`src/rtl/seg_display_arbiter_if.sv`:
```
`default_nettype none
// ============================================================================
// Module   : seg_display_arbiter_if
// Purpose  : Bundles the requester-side inputs and the display-side outputs of
//            seg_display_arbiter.
// Signals  : req[1:0]            level-sensitive display requests
//            digits0/digits1     24-bit active-low segment patterns per requester
//                                ([7:0] digit0, [15:8] digit1, [23:16] digit2)
//            dig_cnt0/dig_cnt1   digits in use, 1..3 (0 means 3)
//            grant[1:0]          one-hot current owner, 00 when idle
//            idle                no current owner
//            segs[7:0]           segment drive, active-low
//            bits[2:0]           digit enables, active-low
// Modports : master drives requests/patterns, slave is the arbiter.
// Revision : 1.0  initial release
// ============================================================================
interface seg_display_arbiter_if;
    logic [1:0]  req;
    logic [23:0] digits0;
    logic [23:0] digits1;
    logic [1:0]  dig_cnt0;
    logic [1:0]  dig_cnt1;
    logic [1:0]  grant;
    logic        idle;
    logic [7:0]  segs;
    logic [2:0]  bits;

    modport master (
        output req, digits0, digits1, dig_cnt0, dig_cnt1,
        input  grant, idle, segs, bits
    );

    modport slave (
        input  req, digits0, digits1, dig_cnt0, dig_cnt1,
        output grant, idle, segs, bits
    );
endinterface
`default_nettype wire

```
`src/rtl/seg_display_arbiter.sv`:
```
`default_nettype none
// ============================================================================
// Module   : seg_display_arbiter
// Purpose  : Shares one 3-digit multiplexed 7-segment display between two
//            requesters. Round-robin ownership with a minimum dwell time, one
//            blank slot on every ownership change, and the digit scan for the
//            current owner.
// Ports    : clk  system clock
//            rst  synchronous active-high reset
//            bus  seg_display_arbiter_if.slave (requests, patterns, grant,
//                 idle, segs, bits); all outputs registered
// Params   : SCAN_DIV  clk cycles per digit slot (also the blank slot length)
//            DWELL     minimum cycles an owner holds before a waiting
//                      requester may take over
// Options  : DISP_PRIO_EN  requester 0 preempts requester 1 at the next slot
//                          boundary and always wins idle ties
// Revision : 1.0  initial release
// ============================================================================
module seg_display_arbiter #(
    parameter int SCAN_DIV = 32768,
    parameter int DWELL    = 50000000
) (
    input  wire logic           clk,
    input  wire logic           rst,
    seg_display_arbiter_if.slave bus
);

    localparam int SLOT_W = (SCAN_DIV > 1) ? $clog2(SCAN_DIV) : 1;
    localparam int DW_W   = (DWELL > 0) ? $clog2(DWELL + 1) : 1;

    typedef enum logic [1:0] {
        S_IDLE  = 2'd0,
        S_BLANK = 2'd1,
        S_SCAN  = 2'd2
    } state_t;

    state_t             r_state,  w_state_n;
    logic               r_owner,  w_owner_n;       // owner index while granted
    logic               r_last,   w_last_n;        // most recently granted requester
    logic [1:0]         r_grant,  w_grant_n;
    logic               r_idle;
    logic [SLOT_W-1:0]  r_slot,   w_slot_n;
    logic [DW_W-1:0]    r_dwell,  w_dwell_n;
    logic [1:0]         r_digit,  w_digit_n;
    logic [1:0]         r_dcnt,   w_dcnt_n;        // digits in the current frame, 1..3
    logic [7:0]         r_segs,   w_segs_n;
    logic [2:0]         r_bits,   w_bits_n;

    logic               w_slot_end;
    logic               w_dwell_done;
    logic               w_own_req;
    logic               w_oth_req;
    logic               w_preempt;
    logic [23:0]        w_own_digits;
    logic [1:0]         w_cnt0;
    logic [1:0]         w_cnt1;
    logic [1:0]         w_own_cnt;
    logic               w_idle_winner;
    logic [1:0]         w_next_d;
    logic               w_take;
    logic               w_take_id;

    assign w_slot_end   = (r_slot == SLOT_W'(SCAN_DIV - 1));
    assign w_dwell_done = (r_dwell == DW_W'(DWELL));
    assign w_own_req    = bus.req[r_owner];
    assign w_oth_req    = bus.req[~r_owner];
    assign w_own_digits = r_owner ? bus.digits1 : bus.digits0;

    // A digit count of zero means all three digits.
    assign w_cnt0    = (bus.dig_cnt0 == 2'd0) ? 2'd3 : bus.dig_cnt0;
    assign w_cnt1    = (bus.dig_cnt1 == 2'd0) ? 2'd3 : bus.dig_cnt1;
    assign w_own_cnt = r_owner ? w_cnt1 : w_cnt0;

    // r_digit is always below r_dcnt, so this wraps at the frame end.
    assign w_next_d = (r_digit == r_dcnt - 2'd1) ? 2'd0 : r_digit + 2'd1;

`ifdef DISP_PRIO_EN
    // Requester 0 takes the display from requester 1 regardless of dwell.
    assign w_preempt     = r_owner;
    assign w_idle_winner = ~bus.req[0];
`else
    assign w_preempt     = 1'b0;
    // Sole requester wins; on a tie the one that did not own last wins.
    assign w_idle_winner = (bus.req == 2'b11) ? ~r_last : bus.req[1];
`endif

    // ------------------------------------------------------------------------
    // Next-state and registered-output logic
    // ------------------------------------------------------------------------
    always_comb begin
        w_state_n = r_state;
        w_owner_n = r_owner;
        w_last_n  = r_last;
        w_grant_n = r_grant;
        w_digit_n = r_digit;
        w_dcnt_n  = r_dcnt;
        w_segs_n  = r_segs;
        w_bits_n  = r_bits;
        w_slot_n  = w_slot_end ? '0 : r_slot + SLOT_W'(1);
        w_dwell_n = w_dwell_done ? r_dwell : r_dwell + DW_W'(1);
        w_take    = 1'b0;
        w_take_id = 1'b0;

        case (r_state)
            S_IDLE: begin
                w_segs_n  = 8'hFF;
                w_bits_n  = 3'b111;
                w_slot_n  = '0;
                w_dwell_n = '0;
                if (|bus.req) begin
                    w_take    = 1'b1;
                    w_take_id = w_idle_winner;
                end
            end

            S_BLANK: begin
                w_segs_n = 8'hFF;
                w_bits_n = 3'b111;
                if (w_slot_end) begin
                    w_state_n = S_SCAN;
                    w_digit_n = 2'd0;
                    w_dcnt_n  = w_own_cnt;
                    w_segs_n  = w_own_digits[7:0];
                    w_bits_n  = 3'b110;
                end
            end

            S_SCAN: begin
                if (w_slot_end) begin
                    if (!w_own_req) begin
                        if (w_oth_req) begin
                            w_take    = 1'b1;
                            w_take_id = ~r_owner;
                        end else begin
                            w_state_n = S_IDLE;
                            w_grant_n = 2'b00;
                            w_segs_n  = 8'hFF;
                            w_bits_n  = 3'b111;
                        end
                    end else if (w_oth_req && (w_dwell_done || w_preempt)) begin
                        w_take    = 1'b1;
                        w_take_id = ~r_owner;
                    end else begin
                        w_digit_n = w_next_d;
                        // Frame length only changes at the start of a frame.
                        if (w_next_d == 2'd0) begin
                            w_dcnt_n = w_own_cnt;
                        end
                        case (w_next_d)
                            2'd0:    begin w_segs_n = w_own_digits[7:0];   w_bits_n = 3'b110; end
                            2'd1:    begin w_segs_n = w_own_digits[15:8];  w_bits_n = 3'b101; end
                            default: begin w_segs_n = w_own_digits[23:16]; w_bits_n = 3'b011; end
                        endcase
                    end
                end
            end

            default: begin
                w_state_n = S_IDLE;
                w_grant_n = 2'b00;
                w_segs_n  = 8'hFF;
                w_bits_n  = 3'b111;
            end
        endcase

        // Any ownership change passes through one blank slot.
        if (w_take) begin
            w_state_n = S_BLANK;
            w_owner_n = w_take_id;
            w_last_n  = w_take_id;
            w_grant_n = w_take_id ? 2'b10 : 2'b01;
            w_dcnt_n  = w_take_id ? w_cnt1 : w_cnt0;
            w_digit_n = 2'd0;
            w_slot_n  = '0;
            w_dwell_n = '0;
            w_segs_n  = 8'hFF;
            w_bits_n  = 3'b111;
        end
    end

    always_ff @(posedge clk) begin
        if (rst) begin
            r_state <= S_IDLE;
            r_owner <= 1'b0;
            r_last  <= 1'b1;
            r_grant <= 2'b00;
            r_idle  <= 1'b1;
            r_slot  <= '0;
            r_dwell <= '0;
            r_digit <= 2'd0;
            r_dcnt  <= 2'd3;
            r_segs  <= 8'hFF;
            r_bits  <= 3'b111;
        end else begin
            r_state <= w_state_n;
            r_owner <= w_owner_n;
            r_last  <= w_last_n;
            r_grant <= w_grant_n;
            r_idle  <= (w_grant_n == 2'b00);
            r_slot  <= w_slot_n;
            r_dwell <= w_dwell_n;
            r_digit <= w_digit_n;
            r_dcnt  <= w_dcnt_n;
            r_segs  <= w_segs_n;
            r_bits  <= w_bits_n;
        end
    end

    assign bus.grant = r_grant;
    assign bus.idle  = r_idle;
    assign bus.segs  = r_segs;
    assign bus.bits  = r_bits;

endmodule
`default_nettype wire

```
`src/flat_wrapper.sv`:
```
// flat-port wrapper written by rule: the top's interface ports become plain ports
module seg_display_arbiter_flat 
#(
    parameter int SCAN_DIV = 32768,
    parameter int DWELL    = 50000000
)
  (clk, rst, bus_req, bus_digits0, bus_digits1, bus_dig_cnt0, bus_dig_cnt1, bus_grant, bus_idle, bus_segs, bus_bits);
  seg_display_arbiter_if bus_i ();
  input  wire logic clk;
  input  wire logic rst;
  input wire logic [$bits(bus_i.req)-1:0] bus_req;
  input wire logic [$bits(bus_i.digits0)-1:0] bus_digits0;
  input wire logic [$bits(bus_i.digits1)-1:0] bus_digits1;
  input wire logic [$bits(bus_i.dig_cnt0)-1:0] bus_dig_cnt0;
  input wire logic [$bits(bus_i.dig_cnt1)-1:0] bus_dig_cnt1;
  output wire logic [$bits(bus_i.grant)-1:0] bus_grant;
  output wire logic [$bits(bus_i.idle)-1:0] bus_idle;
  output wire logic [$bits(bus_i.segs)-1:0] bus_segs;
  output wire logic [$bits(bus_i.bits)-1:0] bus_bits;
  assign bus_i.req = bus_req;
  assign bus_i.digits0 = bus_digits0;
  assign bus_i.digits1 = bus_digits1;
  assign bus_i.dig_cnt0 = bus_dig_cnt0;
  assign bus_i.dig_cnt1 = bus_dig_cnt1;
  assign bus_grant = bus_i.grant;
  assign bus_idle = bus_i.idle;
  assign bus_segs = bus_i.segs;
  assign bus_bits = bus_i.bits;
  seg_display_arbiter #(.SCAN_DIV(SCAN_DIV), .DWELL(DWELL)) u_core (.clk(clk), .rst(rst), .bus(bus_i));
endmodule
```
`config.mk`:
```
export PLATFORM = sky130hd
export DESIGN_NAME = seg_display_arbiter_flat
export DESIGN_NICKNAME = d
export VERILOG_FILES = /design/src/rtl/seg_display_arbiter_if.sv /design/src/rtl/seg_display_arbiter.sv /design/src/flat_wrapper.sv
export SDC_FILE = /design/constraint.sdc
export NUM_CORES = 1
export LEC_CHECK = 0
export ABC_AREA = 0
export ABC_CLOCK_PERIOD_IN_PS = 3000
export BUFFER_PORTS_ARGS = -buffer_cell sky130_fd_sc_hd__buf_2
export CORE_ASPECT_RATIO = 1.25
export CORE_MARGIN = 3
export CORE_UTILIZATION = 55
export DETAILED_ROUTE_END_ITERATION = 8
export PLACE_DENSITY = 0.88
export RECOVER_POWER = 25
export SLEW_MARGIN = 20
export SYNTH_ARGS = -nofsm -noshare
export SYNTH_HDL_FRONTEND = slang
export SYNTH_SLANG_ARGS = --single-unit
```
`constraint.sdc`:
```
create_clock -name clk -period 3 [get_ports clk]
set_input_delay 0.45 -clock clk [delete_from_list [all_inputs] [get_ports clk]]
set_output_delay 0.45 -clock clk [all_outputs]
set_load 0.005 [all_outputs]
```
==> summary.md, run 1 <==
| Metric | Value |
|---|---|
| Post-DRT Antenna Nets | `0` |
| Final worst path period share | `0.878` |
| Root cell of the clock tree | `sky130_fd_sc_hd__clkbuf_8` |
| Combinational cell fraction of total power | `0.151` |
| Final hold violation count | `0` |
| Standard-cell row count | `32` |
| Number of global-route vias before repair | `3111` |
| Overall fraction of global-route tracks in use | `0.220` |
| Highest cell delay on the worst timing path | `0.67 ns` |
| Number of register bits inferred by synthesis | `63` |
| Number of pins exceeding their max-slew limit in the final report | `0` |
| Number of setup violations in the final report | `0` |
| Count of flip-flops with a built-in enable after synthesis | `0` |
| Post-Place Cells | `561` |
| Number of distinct library cells after synthesis | `64` |
| Post-detailed-route via-to-cell ratio | `5.79` |
| First-pass detailed-route iteration total | `5` |
| Total number of nets in the final design | `551` |
| Maximum operating frequency | `380 MHz` |
| Worst-case clock skew | `0.0125 ns` |
| Most instantiated flip-flop cell in the synthesis netlist | `sky130_fd_sc_hd__dfxtp_1` |
| Net switching fraction of the power | `0.278` |
| Clock network power share | `0.388` |
| Total core area | `6250 um2` |
| Routed wirelength normalized by instance count | `14.4 um` |
| Worst-case clock buffer depth | `2` |
| Final routed DRC violation total | `0` |
| Worst R2R Start | `u_core.r_slot[0]` |
| Post-DP HPWL | `6.16 mm` |
| Max rail drop VDD | `0.226 mV` |
| Initial cell density of the core | `0.572` |
| Slew at the pin with the worst max-slew slack | `0.580 ns` |
| Setup TNS after final layout | `0 ns` |
| Number of buffers added by the clock tree synthesis step | `9` |
| Post-CTS setup-driven buffer insertion count | `0` |
| Post-placement cell area | `3930 um2` |
| Critical path class | `reg2reg` |
| Number of cells in the finished layout apart from fillers | `577` |
| Clock transition at the register clock pins on the worst setup and hold paths after CTS | `0.07 ns` |
| CTS tree | `done` |
| Switching component of the power | `0.533 mW` |
| CP Launch Type | `register` |
| Number of clock sinks seen by CTS | `63` |
| H-tree levels | `3` |
| Hold path startpoint | `rst` |
| Vertical die dimension | `96.1 um` |
| Synthesis warning total | `0` |
| Initial antenna violation count | `0` |
| Final Routed Wirelength | `8.32 mm` |
| Horizontal die dimension | `78.1 um` |
| Source of the critical timing path | `u_core.r_slot[0]` |
| Layout cell share with drive strength beyond 1 | `0.220` |
| Per-instance average area after synthesis | `8.43 um2` |
| Required time of the critical path | `3.24 ns` |
| Worst slew slack as a fraction of its limit | `0.610` |
| Clock Latency Late Sink | `0.35 ns` |
| Area of the die | `7510 um2` |
| Sequential share of power | `0.461` |
| First-pass GRT wire length | `13.3 mm` |
| Max FO, Critical Path | `13` |
| Quantity of gates resized following cts | `0` |
| Cts hold-fix bufs | `0` |
| Number of max-cap violations | `0` |
| Maximum number of pins on one net before global-route repair | `28` |
| Detailed router's first-iteration violation count | `205` |
| Sequential fraction of the synthesis area | `0.353` |
| Ys async rst share | `0` |
| Endpoint arrival time on the critical path | `2.88 ns` |
| Number of cells produced by synthesis | `424` |
| Endpoint class of the critical path | `register` |
| Ordered cell list for the critical path | `ha_1, nand4_1, or4_4, nor4_2, nor3_1, clkbuf_1, a21boi_1` |
| I/O pin count | `70` |
| Result of the run | `complete, no violations` |
| Number of port buffers | `69` |
| Internal power | `1.38 mW` |
| Number of inserted diodes | `0` |
| Worst hold-check path type | `in2reg` |
| Post-Syn Nets | `488` |
| Layout area overhead | `15.3%` |
| Cell area after synthesis | `3570 um2` |
| Cell at the slowest stage of the critical path | `sky130_fd_sc_hd__or4_4` |
| Fraction of the core area covered by cells at the end of the flow | `0.659` |
| Setup repair after global routing missed its margin | `no` |
| Final Cell Area | `4120 um2` |
| Ratio of total power to cell area | `466 nW/um2` |
| Routability congestion estimate | `0.906` |
| Routed vias | `3342` |
| Final period demand of the worst path | `2.63 ns` |
| Residual overflow from global routing | `0` |
| Lkg Pwr | `1.44 nW` |
## routing by layer
metal  vias to the layer above  wire (um)  GRT usage  share of wire
met4                         0        249      0.125          0.030
met5                         -          0          0              0
met1                      1544       3290      0.230           0.40
li1                       1639          -          -              -
met3                        21        597     0.0552          0.072
met2                       138       4180      0.402           0.50
## cell usage after synthesis (5+ instances only)
cell type                   n  area share
sky130_fd_sc_hd__nor3_1    10       0.014
sky130_fd_sc_hd__inv_1     13       0.014
sky130_fd_sc_hd__o22ai_1   10       0.018
sky130_fd_sc_hd__nand4_1   10       0.018
sky130_fd_sc_hd__nand2b_1   6       0.011
sky130_fd_sc_hd__or3_1      6       0.011
sky130_fd_sc_hd__xor2_1    21       0.051
sky130_fd_sc_hd__nand2_1   27       0.028
sky130_fd_sc_hd__mux2_2     8       0.025
sky130_fd_sc_hd__mux2i_1   15       0.042
sky130_fd_sc_hd__a21oi_1   20       0.028
sky130_fd_sc_hd__nand3_1   16       0.022
sky130_fd_sc_hd__clkbuf_1   9      0.0095
sky130_fd_sc_hd__ha_1       8       0.028
sky130_fd_sc_hd__o21ai_0   21       0.029
sky130_fd_sc_hd__nor4_1     6       0.011
sky130_fd_sc_hd__and2_1     5      0.0088
sky130_fd_sc_hd__dfxtp_1   63        0.35
sky130_fd_sc_hd__nor2_1    61       0.064
sky130_fd_sc_hd__xnor2_1   13       0.032
## sequential cells by signal, summed over array words and instances (netlist names)
name,flops
u_core.bus.idle,1
u_core.r_state,2
u_core.r_last,1
u_core.bus.bits,3
u_core.r_owner,1
u_core.r_dwell,26
u_core.r_slot,15
u_core.bus.segs,8
u_core.r_dcnt,2
u_core.r_digit,2
u_core.bus.grant,2
## cell type report
type	count	area [um2]
Clock buffer	9	124
Clock inverter	7	80.1
Fill cell	508	2130
Inverter	13	48.8
Multi-Input combinational cell	328	2140
Sequential cell	63	1260
Tap cell	85	106
Timing Repair Buffer	72	355
## placed cells by master, fill, tap and decap left out, types with 8 or more instances in the layout
cell type	count
sky130_fd_sc_hd__buf_2	62
sky130_fd_sc_hd__xor2_1	21
sky130_fd_sc_hd__o22ai_1	10
sky130_fd_sc_hd__nor2_1	61
sky130_fd_sc_hd__dfxtp_1	63
sky130_fd_sc_hd__nand2_1	27
sky130_fd_sc_hd__ha_1	8
sky130_fd_sc_hd__clkbuf_8	9
sky130_fd_sc_hd__inv_1	13
sky130_fd_sc_hd__clkbuf_1	8
sky130_fd_sc_hd__mux2_2	8
sky130_fd_sc_hd__a21oi_1	20
sky130_fd_sc_hd__nand3_1	16
sky130_fd_sc_hd__o21ai_0	21
sky130_fd_sc_hd__mux2i_1	15
sky130_fd_sc_hd__xnor2_1	13
sky130_fd_sc_hd__nand4_1	10
sky130_fd_sc_hd__nor3_1	10
## worst paths after layout
check | endpoint | slack, ns | cells after the start
worst min register to register | u_core.r_slot[0] | 0.47 | 1
worst min-delay path | u_core.r_owner | 0.40 | 2
worst max-delay path | u_core.r_digit[1] | 0.37 | 7
worst max register to register | u_core.r_digit[1] | 0.37 | 7
## worst max-delay path: cells and delay by family, from the launching register on
| kind | cells | cell delay (ns) |
|---|---|---|
| and+or+nand+nor | 4 | 1.41 |
| AOI/OAI and AO/OA | 1 | 0.21 |
| adders and majority gates | 1 | 0.25 |
| DFF | 1 | 0.37 |
| buffers and inverters | 1 | 0.29 |
## power groups by stage
stage               registers [mW]  clock network (mW)  logic [mW]
floorplan                    0.895                   0       0.201
global placement             0.902                   0       0.279
detailed placement           0.903                   0       0.287
CTS                          0.884               0.759       0.290
global route                 0.889               0.794       0.313
finish                       0.885               0.744       0.289
## cells by family after synthesis
family | Yosys count | synth area share
AOI/OAI and AO/OA | 87 | 0.165
xor gates and xnor gates | 34 | 0.0833
adders and majority gates | 8 | 0.0280
buffers and inverters | 33 | 0.0473
DFF | 63 | 0.353
muxes | 23 | 0.0672
and+or+nand+nor | 176 | 0.256
## metrics by stage
stage	power [mW]	hold slack (ns)	setup slack [ns]
6_report	1.92	0.399	0.366
5_1_grt	2.00	0.415	0.166
4_1_cts	1.93	0.369	0.396
3_5_place_dp	1.19	0.453	0.417
3_3_place_gp	1.18	0.443	0.494
2_1_floorplan	1.10	0.430	0.718
Note: power is estimated with default switching activity, not from simulation.
==> run 2, diff against run 1 <==
--- a/config.mk
+++ b/config.mk
@@ -6,13 +6,13 @@
 export NUM_CORES = 1
 export LEC_CHECK = 0
 export ABC_AREA = 0
-export ABC_CLOCK_PERIOD_IN_PS = 3000
+export ABC_CLOCK_PERIOD_IN_PS = 3080
 export BUFFER_PORTS_ARGS = -buffer_cell sky130_fd_sc_hd__buf_2
 export CORE_ASPECT_RATIO = 1.25
 export CORE_MARGIN = 3
-export CORE_UTILIZATION = 55
+export CORE_UTILIZATION = 42
 export DETAILED_ROUTE_END_ITERATION = 8
-export PLACE_DENSITY = 0.88
+export PLACE_DENSITY = 0.71
 export RECOVER_POWER = 25
 export SLEW_MARGIN = 20
 export SYNTH_ARGS = -nofsm -noshare
==> constraint.sdc (replaced) <==
create_clock -name clk -period 3.08 [get_ports clk]
set_input_delay 0.462 -clock clk [delete_from_list [all_inputs] [get_ports clk]]
set_output_delay 0.462 -clock clk [all_outputs]
set_load 0.005 [all_outputs]
==> run 2 against run 1 <==
  * Critical path depth unchanged
  * Setup slack improved by 0.043 ns
  * Worst hold slack improved by 0.0086 ns
  * Highest routed layer unchanged
  * Clock power increased by 0.9%
  * Clock-buffer cell count increased by 4
  * Die area increased by 29%
  * Non-clock buffer count unchanged
  * Largest cell class unchanged
  * Power decreased by 1.5%
  * Global-route usage decreased by 5.0 points
  * Critical endpoint is now u_core.r_digit[0]
==> summary.md, run 2 (synthesis gave the netlist of run 1 again) <==
| Metric | Value |
|---|---|
| Result of the run | `complete, no violations (unchanged)` |
| Ordered cell list for the critical path | `ha_1, nand4_1, or4_4, nor4_2, nor3_1, clkbuf_1, nor2b_1 (was ha_1, nand4_1, or4_4, nor4_2, nor3_1, clkbuf_1, a21boi_1)` |
| First-pass detailed-route iteration total | `4 (was 5)` |
| Final Routed Wirelength | `8.12 mm (was 8.32 mm)` |
| Endpoint arrival time on the critical path | `2.91 ns (was 2.88 ns)` |
| Required time of the critical path | `3.32 ns (was 3.24 ns)` |
| Number of cells on the worst hold path | `2 (unchanged)` |
| Number of global-route vias before repair | `3007 (was 3111)` |
| Cts hold-fix bufs | `0 (unchanged)` |
| Detailed router's first-iteration violation count | `148 (was 205)` |
| Final period demand of the worst path | `2.67 ns (was 2.63 ns)` |
| Post-detailed-route via-to-cell ratio | `5.49 (was 5.79)` |
| I/O pin count | `70 (unchanged)` |
| Endpoint class of the critical path | `register (unchanged)` |
| Root cell of the clock tree | `sky130_fd_sc_hd__clkbuf_8 (unchanged)` |
| Critical path class | `reg2reg (unchanged)` |
| Horizontal die dimension | `88.5 um (was 78.1 um)` |
| Maximum operating frequency | `374 MHz (was 380 MHz)` |
| Worst-case clock skew | `0.00750 ns (was 0.0125 ns)` |
| Quantity of gates resized following cts | `0 (unchanged)` |
| Worst hold-check path type | `in2reg (unchanged)` |
| Final routed DRC violation total | `0 (unchanged)` |
| Area of the die | `9660 um2 (was 7510 um2)` |
| Seq. cell area | `1260 um2 (unchanged)` |
| Clock transition at the register clock pins on the worst setup and hold paths after CTS | `0.07 ns (about the same)` |
| Reg2reg path depth | `7 (unchanged)` |
| Number of port buffers | `69 (unchanged)` |
| Initial cell density of the core | `0.434 (was 0.572)` |
| Number of max-cap violations | `0 (unchanged)` |
| Vertical die dimension | `109 um (was 96.1 um)` |
| Residual overflow from global routing | `0 (unchanged)` |
| Lkg Pwr | `1.45 nW (was 1.44 nW)` |
| Post-DP HPWL | `5.99 mm (was 6.16 mm)` |
| Setup TNS after final layout | `0 ns (unchanged)` |
| CP Launch Type | `register (unchanged)` |
| H-tree levels | `3 (unchanged)` |
| Highest cell delay on the worst timing path | `0.68 ns (was 0.67 ns)` |
| Number of buffers added by the clock tree synthesis step | `9 (unchanged)` |
| Final worst path period share | `0.867 (was 0.878)` |
| Number of inserted diodes | `0 (unchanged)` |
| Layout area overhead | `15.8% (was 15.3%)` |
| Routability congestion estimate | `0.843 (was 0.906)` |
| Routed wirelength normalized by instance count | `13.8 um (was 14.4 um)` |
| Slew at the pin with the worst max-slew slack | `0.609 ns (was 0.580 ns)` |
| Total number of nets in the final design | `551 (unchanged)` |
| Largest register FFs | `26 (unchanged)` |
| Post-Place Cells | `573 (was 561)` |
| Overall power consumption | `1.89 mW (was 1.92 mW)` |
| Max rail drop VDD | `0.267 mV (was 0.226 mV)` |
| Ratio of total power to cell area | `457 nW/um2 (was 466 nW/um2)` |
| Placement-stage worst setup slack | `0.457 ns (was 0.417 ns)` |
| Total of fill cells in the finished design | `777 (was 508)` |
| Number of clock sinks seen by CTS | `63 (unchanged)` |
| Commonest cells after routing, fill and taps aside | `sky130_fd_sc_hd__dfxtp_1 (63), sky130_fd_sc_hd__nor2_1 (61), sky130_fd_sc_hd__buf_2 (60), sky130_fd_sc_hd__nand2_1 (27) (was sky130_fd_sc_hd__dfxtp_1 (63), sky130_fd_sc_hd__buf_2 (62), sky130_fd_sc_hd__nor2_1 (61), sky130_fd_sc_hd__nand2_1 (27))` |
| Overall fraction of global-route tracks in use | `0.170 (was 0.220)` |
| FF-to-FF setup slack | `0.41 ns (was 0.37 ns)` |
| Setup repair after global routing missed its margin | `no (unchanged)` |
| Clock Latency Late Sink | `0.35 ns (about the same)` |
| Number of setup violations in the final report | `0 (unchanged)` |
| Worst setup margin | `0.409 ns (was 0.366 ns)` |
| Worst slew slack as a fraction of its limit | `0.594 (was 0.610)` |
| Minimum hold slack | `0.408 ns (was 0.399 ns)` |
| Layout cell share with drive strength beyond 1 | `0.213 (was 0.220)` |
| CTS tree | `done (unchanged)` |
| Number of pins exceeding their max-slew limit in the final report | `0 (unchanged)` |
| Routed vias | `3236 (was 3342)` |
| First-pass GRT wire length | `13.0 mm (was 13.3 mm)` |
| Number of cells in the finished layout apart from fillers | `589 (was 577)` |
| Total core area | `8240 um2 (was 6250 um2)` |
| Post-CTS setup-driven buffer insertion count | `0 (unchanged)` |
| Post-DRT Antenna Nets | `0 (unchanged)` |
| Commonest non-fill, non-tap cell in the layout | `sky130_fd_sc_hd__dfxtp_1 (unchanged)` |
| Area taken by multi-input logic gates | `2140 um2 (unchanged)` |
| Standard-cell row count | `37 (was 32)` |
| Max FO, Critical Path | `13 (unchanged)` |
| Final hold violation count | `0 (unchanged)` |
| Maximum number of pins on one net before global-route repair | `29 (was 28)` |
| Initial antenna violation count | `0 (unchanged)` |
| Register name with the most flops | `u_core.r_dwell (unchanged)` |
| Cell at the slowest stage of the critical path | `sky130_fd_sc_hd__or4_4 (unchanged)` |
| Worst-case clock buffer depth | `2 (unchanged)` |
-- run 2: cell count changes in the layout (fill, tap and decap cells not counted), sizes merged --
cell	change
clkinvlp	-2
clkbuf	+6
buf	-2
inv	-2
-- run 2: final timing paths --
check                         from                end
setup reg to reg  u_core.r_slot[0]  u_core.r_digit[0]
hold / removal                 rst  u_core.r_state[0]
setup / recovery  u_core.r_slot[0]  u_core.r_digit[0]
hold reg to reg   u_core.r_slot[0]   u_core.r_slot[0]
-- run 2: final cells by class --
type,count,area share
clock inverter,3,0.00968
sequential,63,0.305
inverter,13,0.0118
timing repair buffer,72,0.0853
clock buffer,13,0.0408
tap,97,0.0293
multi-input combinational,328,0.518
-- run 2: layer usage --
metal	GRT usage	vias up	part of all wire
met4	0.0734	0	0.019
met1	0.189	1506	0.43
met5	0	-	0
met3	0.0469	14	0.056
li1	-	1636	-
met2	0.300	80	0.50
-- run 2: worst max-delay path: cells and delay by family (launching register included) --
| kind | cells | cell delay [ns] |
|---|---|---|
| flip-flops | 1 | 0.38 |
| adder cells (fa/ha/maj) | 1 | 0.26 |
| buffers and inverters | 1 | 0.29 |
| AND/OR/NAND/NOR | 5 | 1.64 |
-- run 2: power by group --
group / switching [mW] / total (mW) / internal, mW
Sequential: 0.0237 / 0.862 / 0.839
Clock: 0.314 / 0.751 / 0.437
Combinational: 0.147 / 0.276 / 0.129
-- run 2: through the flow --
step	utilization	cell area (um2)
2_1_floorplan	-	3570
6_report	0.502	4140
3_5_place_dp	0.478	3940
3_3_place_gp	0.478	3940
5_1_grt	0.502	4140
4_1_cts	0.504	4150
